--- config.mk ---
export PLATFORM = sky130hd
export DESIGN_NAME = spi_sclk_gen
export DESIGN_NICKNAME = d
export VERILOG_FILES = /design/src/rtl/spi_sclk_gen.sv
export SDC_FILE = /design/constraint.sdc
export NUM_CORES = 1
export LEC_CHECK = 0
export ABC_AREA = 1
export BUFFER_PORTS_ARGS = -buffer_cell sky130_fd_sc_hd__buf_2
export CAP_MARGIN = 20
export CORE_AREA = 5 5 92 94
export DETAILED_ROUTE_END_ITERATION = 10
export DIE_AREA = 0 0 97 99
export GPL_ROUTABILITY_DRIVEN = 1
export PLACE_DENSITY = 0.57
export SLEW_MARGIN = 5
export SYNTH_ARGS = -nofsm -noshare
export SYNTH_HDL_FRONTEND = slang
export SYNTH_SLANG_ARGS = --single-unit
--- constraint.sdc ---
create_clock -name clk -period 3.55 [get_ports clk]
set_input_delay 0.71 -clock clk [delete_from_list [all_inputs] [get_ports clk]]
set_output_delay 0.71 -clock clk [all_outputs]
set_load 0.01 [all_outputs]
--- src/rtl/spi_sclk_gen.sv ---
// SPI serial-clock generator: derives SCLK from the system clock with a programmable
// half-period, CPOL/CPHA strobe placement, variable burst length and a modelled lock delay.
module spi_sclk_gen #(
   parameter int DIV_W       = 8,
   parameter int CNT_W       = 6,
   parameter int LOCK_CYCLES = 16
) (
   input  logic             clk,
   input  logic             resetb,
   input  logic             enable,
   input  logic [DIV_W-1:0] div,
   input  logic [CNT_W-1:0] nbits,
   input  logic             cpol,
   input  logic             cpha,
   input  logic             start,
   output logic             ready,
   output logic             busy,
   output logic             done,
   output logic             sclk,
   output logic             shift_stb,
   output logic             sample_stb
);

   localparam int LCNT_W = $clog2(LOCK_CYCLES + 1);

   typedef enum logic [1:0] {LOCK, IDLE, RUN, DONE} state_t;

   state_t             state;
   state_t             state_nxt;
   logic [LCNT_W-1:0]  lcnt;
   logic [DIV_W-1:0]   hcnt;
   logic [DIV_W-1:0]   div_q;
   logic [CNT_W-1:0]   nbits_q;
   logic [CNT_W:0]     ecnt;
   logic [CNT_W:0]     ecnt_last;
   logic               cpol_q;
   logic               cpha_q;
   logic               start_ok;
   logic               run_end;
   logic               edge_now;
   logic               leading;
   logic               lock_hit;

   assign start_ok  = (state == IDLE) && enable && start && (nbits != '0);
   assign ecnt_last = {nbits_q, 1'b0};
   assign run_end   = (ecnt == ecnt_last);
   assign edge_now  = (state == RUN) && enable && !run_end && (hcnt == div_q);
   // ecnt counts completed edges, so an even count means the upcoming edge is a leading one
   assign leading   = ~ecnt[0];
   assign lock_hit  = enable && (lcnt == LCNT_W'(LOCK_CYCLES - 1));

   always_ff @(posedge clk) begin
      if (!resetb) begin
         state <= LOCK;
      end else begin
         state <= state_nxt;
      end
   end

   always_comb begin
      state_nxt = state;
      case (state)
         LOCK: begin
            if (lock_hit) begin
               state_nxt = IDLE;
            end
         end
         IDLE: begin
            if (!enable) begin
               state_nxt = LOCK;
            end else if (start_ok) begin
               state_nxt = RUN;
            end
         end
         RUN: begin
            if (!enable) begin
               state_nxt = LOCK;
            end else if (run_end) begin
               state_nxt = DONE;
            end
         end
         DONE: begin
            state_nxt = enable ? IDLE : LOCK;
         end
         default: begin
            state_nxt = LOCK;
         end
      endcase
   end

   always_comb begin
      ready = (state != LOCK);
      busy  = (state == RUN);
      done  = (state == DONE);
   end

   // Losing enable always returns SCLK to the latched idle level and silences the strobes
   always_ff @(posedge clk) begin
      if (!resetb) begin
         lcnt       <= '0;
         hcnt       <= '0;
         ecnt       <= '0;
         div_q      <= '0;
         nbits_q    <= '0;
         cpol_q     <= 1'b0;
         cpha_q     <= 1'b0;
         sclk       <= 1'b0;
         shift_stb  <= 1'b0;
         sample_stb <= 1'b0;
      end else begin
         shift_stb  <= 1'b0;
         sample_stb <= 1'b0;
         if ((state == LOCK) && enable) begin
            lcnt <= lcnt + LCNT_W'(1);
         end else begin
            lcnt <= '0;
         end
         if (!enable) begin
            sclk <= cpol_q;
         end else if (start_ok) begin
            div_q   <= div;
            nbits_q <= nbits;
            cpol_q  <= cpol;
            cpha_q  <= cpha;
            hcnt    <= '0;
            ecnt    <= '0;
            sclk    <= cpol;
         end else if (state == RUN) begin
            if (hcnt == div_q) begin
               hcnt <= '0;
            end else begin
               hcnt <= hcnt + DIV_W'(1);
            end
            if (edge_now) begin
               sclk <= ~sclk;
               ecnt <= ecnt + (CNT_W + 1)'(1);
               if (leading) begin
                  if (cpha_q) begin
                     shift_stb <= 1'b1;
                  end else begin
                     sample_stb <= 1'b1;
                  end
               end else if (cpha_q) begin
                  sample_stb <= 1'b1;
               end else if ((ecnt + (CNT_W + 1)'(1)) != ecnt_last) begin
                  // with cpha=0 the first bit is pre-driven, so the final trailing edge shifts nothing
                  shift_stb <= 1'b1;
               end
            end
         end
      end
   end

endmodule
== Word-level counts from Yosys, hierarchy flattened ==
Index checks and enable logic that the tools add are counted.

* Reductions and logical operators: 21
* Bitwise logic cells: 5
* Multiplexer cells: 23
* Add/sub/neg operators: 3
* Eq/ne operators: 12

{| class="wikitable"
|+ Operator list
! kind !! number
|-
| two-way mux 8 bit || 3
|-
| two-way mux 7 bit || 3
|-
| two-way mux 1 bit || 11
|-
| two-way mux 2 bit || 5
|-
| adder 8 x 1 -> 8 bit (second input constant) || 1
|-
| == test 8 bit || 1
|-
| logical AND 1 bit || 8
|-
| one-hot mux 2 bit (4 select lines) || 1
|-
| AND reduction 2 bit || 4
|-
| adder 7 x 1 -> 7 bit (second input constant) || 1
|-
| == test 7 bit || 1
|-
| != test 7 bit || 1
|-
| != test 3 x 1 -> 1 bit (second input constant) || 2
|-
| AND reduction 3 bit || 2
|-
| nonzero test 2 bit || 3
|-
| nonzero test 6 bit || 1
|-
| adder 5 x 1 -> 5 bit (second input constant) || 1
|-
| == test 5 x 4 -> 1 bit (second input constant) || 1
|-
| NOT 1 bit || 5
|-
| OR reduction 5 bit || 1
|-
| == test 2 bit (second input constant) || 2
|-
| != test 3 x 2 -> 1 bit (second input constant) || 1
|-
| != test 3 bit (second input constant) || 1
|-
| == test 2 x 1 -> 1 bit (second input constant) || 1
|-
| other kinds (3) || 3
|}

* Word-level logic and storage cells: 75
* Bits in registers: 41
* Output and inout bits: 6
* Input bits: 20

== Longest topological paths before layout ==
Gate-level depths: netlist (run 1).

* Depth after elaboration: 8
* Depth in mapped cells: 11
* Gate-level depth less buffers: 11

== Worst setup path after synthesis (run 1) ==
Ideal clock, no wire load.

* Path kind: input to register
* From: input enable
* To: register sclk
* Path slack: 1,973 ps
* Arrival: 1,464 ps
* Cell stages on the path: 10
* Library setup time: 114 ps
* Path buffers: 1
* Required time: 3,436 ps
* Cell sequence: nand3_2 nor2_2 nand2_2 buf_6 nand2_1 nor2_1 inv_2 nand3_1 a21oi_1 nor2_1

* Longest elaborated chain between the ends: 5
* Elaborated cells on any way between the ends: 11
* Those cells by class: eq/ne (2); mux (2); reduce/logical (7)

{| class="wikitable"
|+ RTL lines
! item !! RTL line !! text
|-
| from (decl) || 10 || <nowiki>input logic enable,</nowiki>
|-
| logical AND 1 bit (on tied branches) (3 in series) || 44, 47 ||
|-
| != test 3 x 1 -> 1 bit (no line) / two-way mux 1 bit (equally long branches) || - ||
|-
| AND reduction 2 bit (no line) / two-way mux 1 bit (equally long branches) || - ||
|-
| to (signal assigned) || 119 || <nowiki>sclk <= cpol_q;</nowiki>
|-
| to (signal assigned) || 127 || <nowiki>sclk <= cpol;</nowiki>
|-
| to (signal assigned) || 135 || <nowiki>sclk <= ~sclk;</nowiki>
|-
| to (decl) || 19 || <nowiki>output logic sclk,</nowiki>
|}

Several ways; a longest one is shown, not always the timed one.
A chain may end at the register's enable or synchronous reset.

== Worst setup path in the final report (run 1) ==
* From: register state[0]
* To: output ready

* Longest elaborated chain between the ends: 1

{| class="wikitable"
|+ RTL lines
! item !! RTL line !! text
|-
| from (decl) || 28 || <nowiki>state_t state;</nowiki>
|-
| from (signal assigned) || 56 || <nowiki>state <= state_nxt;</nowiki>
|-
| nonzero test 2 bit || 92 || <nowiki>ready = (state != LOCK);</nowiki>
|-
| to (decl) || 16 || <nowiki>output logic ready,</nowiki>
|}

No other way between the ends.

==> flow_summary.yaml, run 1 <==
global_routing:
  global_route.overflow_total: 0
  number_of_antenna_violations_at_the_first_check_in_global_routing: 0
  grt_first_pass_wirelength_um: 8380
  grt_total_usage_pct: 10.5
  grt_pass1_vias: 1936
  pin_count_of_the_biggest_net_entering_global_routing: 39
worst_setup_path:
  rrSetupSlack_ns: 1.87
  required_ns: 2.84
  worstPathMaxFanout: 6
  worst_path_max_delay_cell: "sky130_fd_sc_hd__dfxtp_1"
  nature_of_the_critical_path_endpoint: "output port"
  worst_path_largest_cell_delay_ns: 0.37
  critical_path_arrival_ns: 1.14
  worstSetupPathType: "flop to output port"
  worst_setup_path_start_kind: "flop"
  path_cells: "nor2_1 > inv_1 > buf_2"
detailed_routing:
  drtAntennaViolNets: 0
  met3RoutedLength_um: 193
  top_layer_used: "met4"
  detailroute.via_count: 2048
  drt-initial-drc-count: 81
  vias_per_cell: 4.36
  wl_um: 5000
  post_drt_wl_per_cell_um: 10.6
  wirelength_met1_um: 2340
  detail_route.drc_violations: 0
  dr_wl_met2_um: 2340
  detailedRoute.firstPassIterationCount: 4
sta:
  fin_hold_ws_ns: 0.455
  hold_violations: 0
  finalCriticalPeriod_ns: 1.85
  slew_headroom_pct: 70.4
  layout_setup_ws_ns: 1.70
  grt_setup_unrepaired: "false"
  max_clock_freq_mhz: 540
  finalMaxSlewViolations: 0
  worst_slew_pin_slew_ns: 0.444
  fin_worst_skew_ns: 0.0162
  setup_violations: 0
  tns_ns: 0
  final.period_utilization_pct: 52.2
place:
  place_ws_ns: 1.40
  io_buffer_count: 25
  globalplace.congestion: 0.818
  place.detailed.hpwl_um: 3720
  place.detailed.instances: 462
floorplanning:
  fp.dieArea_um2: 9600
  core_area_um2: 7570
  fp.dieH_um: 99
  dieWidth_um: 97
  start_util_pct: 29.1
  floorplan.io_pins: 26
  num_rows: 32
clock_tree:
  cts_setup_buffers: 0
  cts-root-buf: "sky130_fd_sc_hd__clkbuf_8"
  path_clk_slew_ns: 0.08
  clock_tree.buffer_depth: 2
  ctsResizeCount: 0
  h_tree_lvl_count: 2
  tritoncts: "yes"
  clk_latency_ns: 0.30
  numCtsBuffers: 5
  cts.sink_count: 41
  hold_fix_buffer_count_after_cts: 0
power:
  leakage_nw: 1.10
  pwr-share-clk_pct: 39.9
  worst_ir_drop_vdd_mv: 0.125
  pwr-share-seq_pct: 56.2
  cell_internal_pwr_mw: 0.632
  powerDensity_nw_per_um2: 328
  combinationalPowerShare_pct: 3.9
  switching_share_pct: 23.1
  switching_power_mw: 0.190
cells_and_area:
  syn2layout_area_growth_pct: 14.0
  diodes: 0
  postLayoutCoreUtil_pct: 33.1
  finish.net_count: 391
  layoutNonFillerInstCount: 470
  final_layout_size_suffix_gt1_share_pct: 13.3
logic_synthesis:
  synthesized_area_per_cell_um2: 6.43
  synth-xor-area-share_pct: 2.39
  synth_adder_area_share_pct: 2.28
  synth_fp_nets: 366
  seq_area_frac_synth_pct: 37.3
  fraction_of_the_mapped_netlist_area_in_compound_gates_pct: 11.9
  synth.largest_area_cell: "sky130_fd_sc_hd__dfxtp_1"
  synth_warnings: 0
  yosys-mux-area-fraction_pct: 0
  synth_seq_cells: 41
  dominant_combinational_cell_family_by_area_after_synthesis: "simple AND/OR/NAND/NOR gates"
  syn-instance-count: 342
  netlist_top_cells_area: "sky130_fd_sc_hd__dfxtp_1 (37%), sky130_fd_sc_hd__nand2_1 (17%), sky130_fd_sc_hd__inv_1 (8.2%)"
  synth_simple_gate_area_share_pct: 34.8
  number_of_different_library_cells_in_the_post_synthesis_netlist: 26
  post_synth_instance_area_um2: 2200
  synth_top_area_share_pct: 37.3
job:
  drv_cap: 0
status:
  status: "completed"
worst_hold_path:
  worst_hold_path_type: "flop to flop"
state kept, by name, indices dropped and copies added, names as in the netlist:
register	flops
hcnt	8
cpol_q	1
sclk	1
div_q	8
sample_stb	1
lcnt	5
cpha_q	1
state	2
nbits_q	6
shift_stb	1
ecnt	7
placed cells by master, fill, tap and decap left out, types with 4 or more instances in the layout:
cell                        n
sky130_fd_sc_hd__nand2_1   97
sky130_fd_sc_hd__inv_1     48
sky130_fd_sc_hd__nor2_1    42
sky130_fd_sc_hd__dfxtp_1   41
sky130_fd_sc_hd__a21oi_1   29
sky130_fd_sc_hd__buf_2     25
sky130_fd_sc_hd__nand3_1   24
sky130_fd_sc_hd__o21ai_0   19
sky130_fd_sc_hd__clkbuf_8   6
sky130_fd_sc_hd__xor2_1     5
sky130_fd_sc_hd__nor2_2     4
sky130_fd_sc_hd__nand3_2    4
sky130_fd_sc_hd__ha_1       4
worst paths after layout:
path	startpoint	endpoint	cells after the start
setup / recovery	state[0]	ready	3
hold / removal	lcnt[0]	lcnt[0]	1
setup reg to reg	state[1]	hcnt[1]	9
hold reg to reg	lcnt[0]	lcnt[0]	1
area by class of cell:
type / count / area (um^2)
clock buffers: 6 / 82.6
clock inverters: 2 / 13.8
fillers: 833 / 5060
inverters: 52 / 200
multi-input cells: 241 / 1130
flip-flops and latches: 41 / 821
well taps: 102 / 128
repair buffers: 26 / 133
through the flow:
step | area (um^2) | total power, mW
finish | 2510 | 0.822
global route | 2510 | 0.859
CTS | 2510 | 0.841
detailed placement | 2410 | 0.506
global placement | 2410 | 0.506
floorplan | 2200 | 0.488
synthesized netlist by cell type:
cell and number:
sky130_fd_sc_hd__o21ai_1 1, sky130_fd_sc_hd__nor3_1 2, sky130_fd_sc_hd__nor2_1 42, sky130_fd_sc_hd__a21oi_1 29, sky130_fd_sc_hd__nand3_2 4, sky130_fd_sc_hd__inv_2 2
sky130_fd_sc_hd__buf_6 2, sky130_fd_sc_hd__o21ai_0 19, sky130_fd_sc_hd__nand4_1 3, sky130_fd_sc_hd__clkbuf_1 3, sky130_fd_sc_hd__nor2_2 4, sky130_fd_sc_hd__xnor2_1 1
sky130_fd_sc_hd__nand3_1 24, sky130_fd_sc_hd__nor3b_1 1, sky130_fd_sc_hd__xor2_1 5, sky130_fd_sc_hd__ha_1 4, sky130_fd_sc_hd__nand2_1 97, sky130_fd_sc_hd__a21oi_2 1
sky130_fd_sc_hd__nor3_2 1, sky130_fd_sc_hd__inv_6 1, sky130_fd_sc_hd__nand2_2 2, sky130_fd_sc_hd__clkinv_1 1, sky130_fd_sc_hd__inv_1 48, sky130_fd_sc_hd__dfxtp_1 41
sky130_fd_sc_hd__buf_2 3, sky130_fd_sc_hd__o21bai_1 1
critical path, delay by kind of cell (launching register included):
kind | cells | cell delay (ns)
buffers and inverters | 2 | 0.20
DFF | 1 | 0.37
and+or+nand+nor | 1 | 0.27
metal layers:
layer | track usage (%) | vias up
met5 | 0 | -
met4 | 5.83 | 0
met3 | 2.69 | 11
met2 | 18.2 | 30
met1 | 11.9 | 891
li1 | - | 1116
power groups by stage:
| stage | Combinational (mW) | Clock, mW | Sequential [mW] |
|---|---|---|---|
| floorplan | 0.0143 | 0 | 0.474 |
| global placement | 0.0323 | 0 | 0.473 |
| detailed placement | 0.0329 | 0 | 0.473 |
| CTS | 0.0330 | 0.346 | 0.462 |
| global route | 0.0372 | 0.359 | 0.463 |
| finish | 0.0321 | 0.328 | 0.462 |
cells by family (layout without fill, tap and decap cells):
group	after synthesis	in the layout
buffers and inverters	60	86
XOR/XNOR	6	6
adder cells (fa/ha/maj)	4	4
AND/OR/NAND/NOR	180	180
AO/OA/AOI/OAI	51	51
flip-flops	41	41
Note: power is estimated with default switching activity, not from simulation.
==> run 2, diff against run 1 <==
- PLACE_DENSITY: 0.57 -> 0.59
- clock period: 3.55 -> 1.5 ns (I/O delays scaled with it)
==> run 2 against run 1 <==
  * Clock skew is 0.0037 ns lower
  * Sequential share of layout area is 3.7 points lower
  * Power is 140% higher
  * Largest cell class unchanged
  * Non-clock buffer count is 32 higher
  * Wire length is 6.7% higher
  * Cell area is 15% higher
==> flow_summary.yaml, run 2 (synthesis results as in run 1) <==
cells_and_area:
  layout.filler_cells: 806
  layout_commonest_cell: "sky130_fd_sc_hd__nand2_1"
  most-common-layout-cells: "sky130_fd_sc_hd__nand2_1 (89), sky130_fd_sc_hd__inv_1 (45), sky130_fd_sc_hd__nor2_1 (32), sky130_fd_sc_hd__buf_4 (30), sky130_fd_sc_hd__a21oi_1 (28)"
  layoutNonFillerInstCount: 502
  final_cell_area_um2: 2880
  layout_top_registers: "div_q: 8 flops, hcnt: 8 flops, ecnt: 7 flops"
  finish.net_count: 424
  final_layout_size_suffix_gt1_share_pct: 29.8
  diodes: 0
  syn2layout_area_growth_pct: 31.1
clock_tree:
  h_tree_lvl_count: 2
  hold_fix_buffer_count_after_cts: 0
  tritoncts: "yes"
  clock_tree.buffer_depth: 2
  cts.sink_count: 41
  path_clk_slew_ns: 0.09
  numCtsBuffers: 5
  clk_latency_ns: 0.30
  cts-root-buf: "sky130_fd_sc_hd__clkbuf_8"
power:
  leakage_nw: 1.30
  worst_ir_drop_vdd_mv: 0.320
  powerDensity_nw_per_um2: 672
  total_power_consumption_of_the_routed_design_mw: 1.94
worst_setup_path:
  critical_path_arrival_ns: 1.61
  rr_worst_depth: 9
  worst_r2r_startpoint: "ecnt[1]"
  nature_of_the_critical_path_endpoint: "flop"
  worstSetupPathType: "flop to flop"
  crit-reg2reg-capture: "shift_stb"
  rrSetupSlack_ns: 0.1
  required_ns: 1.70
  worst_setup_path_start_kind: "flop"
  worst_path_max_delay_cell: "sky130_fd_sc_hd__dfxtp_1"
  worst_path_largest_cell_delay_ns: 0.37
  worstPathMaxFanout: 3
  path_cells: "ha_2 > inv_2 > nor2_1 > nor3_2 > nand3_1 > nor2_1 > nand3_1 > nand2_1 > nor2_1"
  critPathMostFrequentCell: "sky130_fd_sc_hd__nor2_1"
global_routing:
  global_route.overflow_total: 0
  number_of_antenna_violations_at_the_first_check_in_global_routing: 0
  grt_pass1_vias: 1975
  grt_first_pass_wirelength_um: 8600
  grt_total_usage_pct: 10.7
  pin_count_of_the_biggest_net_entering_global_routing: 18
place:
  post_placement_cell_area_um2: 2640
  place_ws_ns: -0.0797
  place.detailed.instances: 491
  io_buffer_count: 25
  place.detailed.hpwl_um: 4080
  globalplace.congestion: 0.830
detailed_routing:
  detailedRoute.firstPassIterationCount: 4
  wl_um: 5330
  drtAntennaViolNets: 0
  post_drt_wl_per_cell_um: 10.6
  drt-initial-drc-count: 69
  detailroute.via_count: 2200
  vias_per_cell: 4.38
  detail_route.drc_violations: 0
floorplanning:
  start_util_pct: 29.1
  floorplan.io_pins: 26
  fp.dieH_um: 99
  dieWidth_um: 97
  num_rows: 32
  fp.dieArea_um2: 9600
  core_area_um2: 7570
worst_hold_path:
  whs_path_depth: 3
  min_to: "nbits_q[0]"
  worstHoldStart: "nbits[0]"
  worst_hold_path_type: "primary input to flop"
sta:
  finalCriticalPeriod_ns: 1.40
  hold_violations: 0
  final.period_utilization_pct: 93.5
  worst_slew_pin_slew_ns: 0.225
  grt_setup_unrepaired: "true"
  max_clock_freq_mhz: 713
  setup_violations: 0
  fin_worst_skew_ns: 0.0125
  finalMaxSlewViolations: 0
  slew_headroom_pct: 84.9
  layout_setup_ws_ns: 0.0975
job:
  drv_cap: 0
status:
  status: "completed"
==> run 2: changes by cell type in the layout (fill, tap and decap cells not counted), moves of 4 or more <==
cell / before / now
sky130_fd_sc_hd__nor2_1: 42 / 32
sky130_fd_sc_hd__nor2_2: 4 / 10
sky130_fd_sc_hd__nand2_2: 2 / 8
sky130_fd_sc_hd__dfxtp_2: 0 / 14
sky130_fd_sc_hd__nor2_4: 0 / 4
sky130_fd_sc_hd__nand2_1: 97 / 89
sky130_fd_sc_hd__dfxtp_1: 41 / 27
sky130_fd_sc_hd__buf_4: 1 / 30
==> run 2: metrics by stage <==
stage	hold slack, ns	util (%)	setup TNS (ns)
floorplan	0.418	-	0
global placement	0.433	34.9	-0.321
detailed placement	0.455	34.9	-0.270
CTS	0.272	36.2	0
global route	0.280	38.1	-0.0715
finish	0.271	38.1	0
==> run 2: layout make-up <==
class                           instances  area (um^2)  share of cell area [%]
Sequential cell                        41          838                    29.1
Timing Repair Buffer                   58          393                    13.6
Multi-Input combinational cell        242         1230                    42.8
Inverter                               52          200                    6.94
Clock inverter                          1         7.51                   0.260
Clock buffer                            6         82.6                    2.86
Tap cell                              102          128                    4.43
==> run 2: metal layers <==
| layer | track usage [%] | up-vias | wire length [um] |
|---|---|---|---|
| met2 | 19.0 | 31 | 2620 |
| met1 | 12.9 | 983 | 2470 |
| met4 | 2.59 | 0 | 37 |
| met5 | 0 | - | 0 |
| li1 | - | 1182 | - |
| met3 | 2.83 | 4 | 197 |
==> run 2: worst max path at each step <==
| stage | from | endpoint | slack, ns | cells after the start |
|---|---|---|---|---|
| CTS | ecnt[2] | ecnt[1] | 0.007 | 10 |
| floorplan | ecnt[0] | shift_stb | 0.13 | 9 |
| finish | ecnt[1] | shift_stb | 0.1 | 9 |
| global route | ecnt[3] | ecnt[4] | -0.02 | 10 |
| detailed placement | nbits[2] | hcnt[7] | -0.08 | 9 |
| global placement | nbits[2] | hcnt[2] | -0.11 | 9 |
==> run 2: power by group <==
part	total (mW)	switching, mW	internal, mW	leakage (nW)
sequential	1.09	0.00300	1.09	0.338
combinational	0.0876	0.0491	0.0385	0.915
clock	0.754	0.390	0.364	0.0433
total	1.94	0.442	1.49	1.30
==> run 2: worst max-delay path, delay by kind of cell, from the launching register on <==
kind	cells	cell delay, ns
adder cells (fa/ha/maj)	1	0.28
buffers and inverters	1	0.06
flip-flops	1	0.37
AND/OR/NAND/NOR	7	0.60
==> run 2: timing repair <==
item | 4_1_cts | 5_1_grt
pin swaps | 0 | 8
gates cloned | 0 | 1
endpoints found under the setup margin | 5 | 19
buffers inserted | 0 | 3
gates resized for setup | 3 | 46
